===== src/rtl/bcd_conversion_scheduler.sv =====
// Sequential binary-to-BCD converter for a 4-digit display.
// Double-dabble engine with atomic publication of all four digits.
module bcd_conversion_scheduler #(
    parameter int BIN_W   = 14,
    parameter int MAX_VAL = 9999
) (
    input  logic             clk,
    input  logic             rst_n,
    input  logic             in_valid,
    input  logic [BIN_W-1:0] in_bin,
    output logic             in_ready,
    output logic [3:0]       ones,
    output logic [3:0]       tens,
    output logic [3:0]       hundreds,
    output logic [3:0]       thousands,
    output logic             out_valid,
    output logic             overflow,
    output logic             busy
);

    localparam int CNT_W = $clog2(BIN_W);

    localparam logic [1:0] S_IDLE  = 2'd0;
    localparam logic [1:0] S_SHIFT = 2'd1;
    localparam logic [1:0] S_DONE  = 2'd2;

    localparam logic [BIN_W-1:0] MAX_B    = BIN_W'(MAX_VAL);
    localparam logic [CNT_W-1:0] CNT_INIT = CNT_W'(BIN_W - 1);

    logic [1:0]       r_state;
    logic [BIN_W-1:0] r_sh;
    logic [15:0]      r_bcd;
    logic [CNT_W-1:0] r_cnt;
    logic             r_sat;
    logic [3:0]       r_ones;
    logic [3:0]       r_tens;
    logic [3:0]       r_hund;
    logic [3:0]       r_thou;
    logic             r_ovf;
    logic             r_ovalid;

    logic [15:0]      w_adj;
    logic             w_accept;

    // Nibble correction happens before the shift; nibbles never carry.
    always_comb begin
        w_adj = r_bcd;
        for (int i = 0; i < 4; i++) begin
            if (r_bcd[4*i +: 4] >= 4'd5)
                w_adj[4*i +: 4] = r_bcd[4*i +: 4] + 4'd3;
        end
    end

    assign w_accept = in_valid && (r_state == S_IDLE);

    always_ff @(posedge clk or negedge rst_n) begin
        if (!rst_n) begin
            r_state  <= S_IDLE;
            r_sh     <= '0;
            r_bcd    <= '0;
            r_cnt    <= '0;
            r_sat    <= 1'b0;
            r_ones   <= '0;
            r_tens   <= '0;
            r_hund   <= '0;
            r_thou   <= '0;
            r_ovf    <= 1'b0;
            r_ovalid <= 1'b0;
        end else begin
            r_ovalid <= 1'b0;
            case (r_state)
                S_IDLE: begin
                    if (w_accept) begin
                        if (in_bin > MAX_B) begin
                            r_sh  <= MAX_B;
                            r_sat <= 1'b1;
                        end else begin
                            r_sh  <= in_bin;
                            r_sat <= 1'b0;
                        end
                        r_bcd   <= '0;
                        r_cnt   <= CNT_INIT;
                        r_state <= S_SHIFT;
                    end
                end
                S_SHIFT: begin
                    r_bcd <= {w_adj[14:0], r_sh[BIN_W-1]};
                    r_sh  <= {r_sh[BIN_W-2:0], 1'b0};
                    if (r_cnt == '0)
                        r_state <= S_DONE;
                    else
                        r_cnt <= r_cnt - 1'b1;
                end
                S_DONE: begin
                    r_ones   <= r_bcd[3:0];
                    r_tens   <= r_bcd[7:4];
                    r_hund   <= r_bcd[11:8];
                    r_thou   <= r_bcd[15:12];
                    r_ovf    <= r_sat;
                    r_ovalid <= 1'b1;
                    r_state  <= S_IDLE;
                end
                default: r_state <= S_IDLE;
            endcase
        end
    end

    assign in_ready  = (r_state == S_IDLE);
    assign busy      = (r_state != S_IDLE);
    assign ones      = r_ones;
    assign tens      = r_tens;
    assign hundreds  = r_hund;
    assign thousands = r_thou;
    assign overflow  = r_ovf;
    assign out_valid = r_ovalid;

endmodule


===== config.mk =====
export PLATFORM = sky130hd
export DESIGN_NAME = bcd_conversion_scheduler
export DESIGN_NICKNAME = d
export VERILOG_FILES = /design/src/rtl/bcd_conversion_scheduler.sv
export SDC_FILE = /design/constraint.sdc
export NUM_CORES = 1
export LEC_CHECK = 0
export BUFFER_PORTS_ARGS = -buffer_cell sky130_fd_sc_hd__buf_2
export CAP_MARGIN = 20
export CORE_MARGIN = 5
export CORE_UTILIZATION = 40
export CTS_BUF_LIST = sky130_fd_sc_hd__clkbuf_16
export CTS_CLUSTER_DIAMETER = 80
export DETAILED_ROUTE_END_ITERATION = 10
export GPL_TIMING_DRIVEN = 1
export PLACE_DENSITY_LB_ADDON = 0.08
export SETUP_SLACK_MARGIN = 0.1
export SLEW_MARGIN = 15
export SYNTH_ARGS = -nofsm -noshare
export SYNTH_HDL_FRONTEND = slang
export SYNTH_SLANG_ARGS = --single-unit

===== constraint.sdc =====
create_clock -name clk -period 4.73 [get_ports clk]
set_input_delay 0.946 -clock clk [delete_from_list [all_inputs] [get_ports clk]]
set_output_delay 0.946 -clock clk [all_outputs]
set_load 0.02 [all_outputs]

==> results.txt <==
The flow ran to the end, and the final reports show no timing, DRC or antenna violations. The post-layout instance count excluding filler cells is roughly 360. The setup total negative slack is 0 ns. By startpoint and endpoint, the worst setup path is classified as register to output pin. The relative area change from synthesis to final layout is 15.9%.

Summing the sequential cell areas from Yosys gives 52.5% of the chip area. The first detailed-routing pass ran for 4 iterations. The clock slew seen by the registers of the worst setup and hold paths came out at 0.07 ns. The critical path data required time is ~3.8 ns. The mean instance size in the synthesized netlist came out at 10.4 µm². Including well taps, the total number of placed cells is 353. Of the cells placed in the final design, the portion with a size suffix greater than 1 is 17.8%. The die width came out at 91.0 µm. The detailed router placed 1942 vias in this run.

The first-pass GRT wire length is 9630 µm. The number of antenna violations at the first check in global routing is 0. The final-report hold violation count is 0. The count of flip-flops with a built-in enable after synthesis came out at 0. The worst register-to-register path has a setup slack of between 2 and 3 ns. For this block, the initial DRC count from the detailed router was between 50 and 60. The overall die area came out at 8280 µm². The number of clock sinks came out at 55. The number of global-route vias before repair is 2004. The maximum fanout encountered on the critical timing path came out at 11. The post-synthesis net count is 278.

The number of antenna cells inserted is 0. The number of cells produced by synthesis is roughly 250. The leakage power came out at 0.00147 µW. The tree is rooted in a sky130_fd_sc_hd__clkbuf_16. The count of buffers inserted at the top-level ports is 36. The final clock period utilization by the worst path came out at 47.5%.

STA classifies the critical path startpoint as a register. Timing analysis after detailed placement gives a worst setup slack of 2.38 ns. The TritonCTS buffer count came out at 5. The cell area that synthesis handed to floorplanning was 2620 µm². Setup repair after global routing left no endpoint under its margin.

The final HPWL from detailed placement is 3780 µm. The pin count of the biggest net entering global routing is 35. In the routed layout, each cell is associated on average with a via count of 5.35. The final design instance area without fill came out at 3040 µm². At the end of the flow, the number of nets in the layout was 311. The critical path goes through or2_2 > inv_1 > buf_2.

For the worst-skew pair, the clock arrives at the later sink with an insertion delay of 0.29 ns. The detailed-route DRC error count is 0. The total wire length is between 5000 and 6000 µm. After detailed routing, the average wire length per cell comes to 15.0 µm. The area after detailed placement is between 2000 and 3000 µm². The number of pins with negative max-slew slack in the final report came to 0. The top cell types in the final layout, fill and taps aside, are 55 x sky130_fd_sc_hd__dfrtp_1, 36 x sky130_fd_sc_hd__buf_2, 28 x sky130_fd_sc_hd__nand2_1. The placeable core region is 6350 µm². The actual slew at the worst max-slew pin is approximately 0.95 ns. Global routing finished with a remaining overflow of 0.

Routability-driven placement finished with a final weighted congestion of 0.797. Once routing completed, OpenROAD measured the worst setup slack at 2.48 ns. Among cell families on the critical path, the largest total delay comes from flip-flops. The number of failing setup endpoints in the final timing report came out at 0.

The most frequently used flop master after synthesis is sky130_fd_sc_hd__dfrtp_1. The number of synthesized register bits is 55. The post-detailed-route count of antenna-violating nets came out at 0. The number of library cell types mapped by synthesis is 44.

The number of hold-repair buffers added at the cts stage came out at 0. The floorplan step set the die height to 91.0 µm. The clock period could shrink to 2.25 ns.

The buffer levels on the longest clock path came out at 2. The layout has 602 filler cells. Leaving out fill and tap cells, the most frequent cell in the layout is sky130_fd_sc_hd__dfrtp_1. The worst-path cell with the longest stage delay is sky130_fd_sc_hd__dfrtp_1.

The number of setup buffers added after CTS is 0. The CTS tree is built. The cell area power density is 666 nW/µm². The tightest min-delay check is of the register to register type. The initial core utilization came out at 41.3%.

The global routing usage summed across all routing layers came out at 14.0%. In this run the count of I/O pins placed on the die edge is 37. The sequential standard cell area is 1380 µm². The async set or reset register ratio after synthesis is 100%. The H-tree depth reported by CTS is 2.

The synthesis warning total came out at 0. The stage delay of the slowest cell on the critical path came out at around 0.48 ns. The worst-case headroom to the max-slew limit came out at 36.3%. The clock tree skew after final layout is 0.00281 ns. The timing-limited maximum frequency is 445 MHz. The critical path arrival came out at 1.30 ns.

Across the run, the number of max-cap violations was 0. The floorplan row count came out at 29. The count of cells resized by post-cts repair came out at 0.

Summing all multi-input logic gate instances after layout gives 1110 µm². The buffer and inverter count on the worst path came out at 2. The maximum resistive drop on vdd came out at 0.280 mV.

The kind of end point of the critical path is an output pin.
==> cell type report <==
class	count	share of cell area (%)
Tap cell	77	3.17
Clock inverter	3	1.28
Inverter	21	2.59
Multi-Input combinational cell	163	36.4
Sequential cell	55	45.3
Clock buffer	5	4.12
Timing Repair Buffer	39	7.16
==> state kept, by name (all words and copies together) (netlist names) <==
name	flops
ones	4
hundreds	4
out_valid	1
thousands	4
tens	4
overflow	1
r_bcd	16
r_state	2
r_sat	1
r_sh	14
r_cnt	4
==> where the power goes <==
| part | switching (µW) | internal [µW] |
|---|---|---|
| combinational | 467 | 353 |
| clock | 164 | 247 |
| sequential | 131 | 662 |
==> worst register-to-register path, stage by stage, from the launching register on <==
cell and delay [ns]:
sky130_fd_sc_hd__dfrtp_1 0.48, sky130_fd_sc_hd__o21bai_1 0.80, sky130_fd_sc_hd__nor3_1 0.15, sky130_fd_sc_hd__a21o_1 0.22
==> cells by family after synthesis <==
kind of cell	count (synthesis)	synth area share [%]
AOI/OAI and AO/OA	88	24.0
xor gates and xnor gates	3	1.00
adders and majority gates	9	4.29
buffers and inverters	34	5.34
DFF	55	52.5
muxes	2	0.811
and+or+nand+nor	61	12.1
==> through the flow <==
step                hold WS (ns)  power (µW)  utilization (%)
global placement           0.457        1610             44.8
global route               0.507        2200             47.9
floorplan                  0.450        1410                -
detailed placement         0.465        1620             44.8
finish                     0.472        2020             47.9
CTS                        0.482        2040             47.4
==> synthesized netlist by cell type (all sizes together), types with 3 or more instances <==
master	instances	share of area (%)
o22ai	4	0.95
nor3	7	1.5
inv	21	3.0
xnor2	3	1.0
ha	9	4.3
a21oi	4	0.76
o21ai	23	4.4
dfrtp	55	52
a22o	6	2.0
a21o	6	1.7
o32ai	3	1.0
o221ai	4	1.3
o2111ai	8	2.7
nand2	28	4.0
o211ai	4	1.1
nand2b	6	1.4
nor2	3	0.43
buf	6	1.3
o21a	8	2.3
nor2b	5	1.2
a31oi	3	0.72
clkbuf	7	1.0
o31ai	4	1.1
a32o	4	1.5
==> per-layer routing <==
metal / global-route usage [%] / vias to the layer above / routed length, µm
li1: - / 975 / -
met1: 18.7 / 920 / 2670
met2: 22.6 / 42 / 2450
met3: 3.72 / 5 / 268
met4: 3.79 / 0 / 63
met5: 0 / - / 0
==> path summary, 6_finish.rpt <==
kind	start	to	cells after the start
max in group asynchronous	rst_n	r_sh[13]	2
worst max-delay path	r_state[0]	in_ready	3
worst min-delay path	hundreds[2]	hundreds[2]	2
worst max register to register	r_state[0]	r_sh[12]	3
min in group asynchronous	rst_n	hundreds[3]	1
worst min register to register	hundreds[2]	hundreds[2]	2
Power figures use the tool's default switching activity.
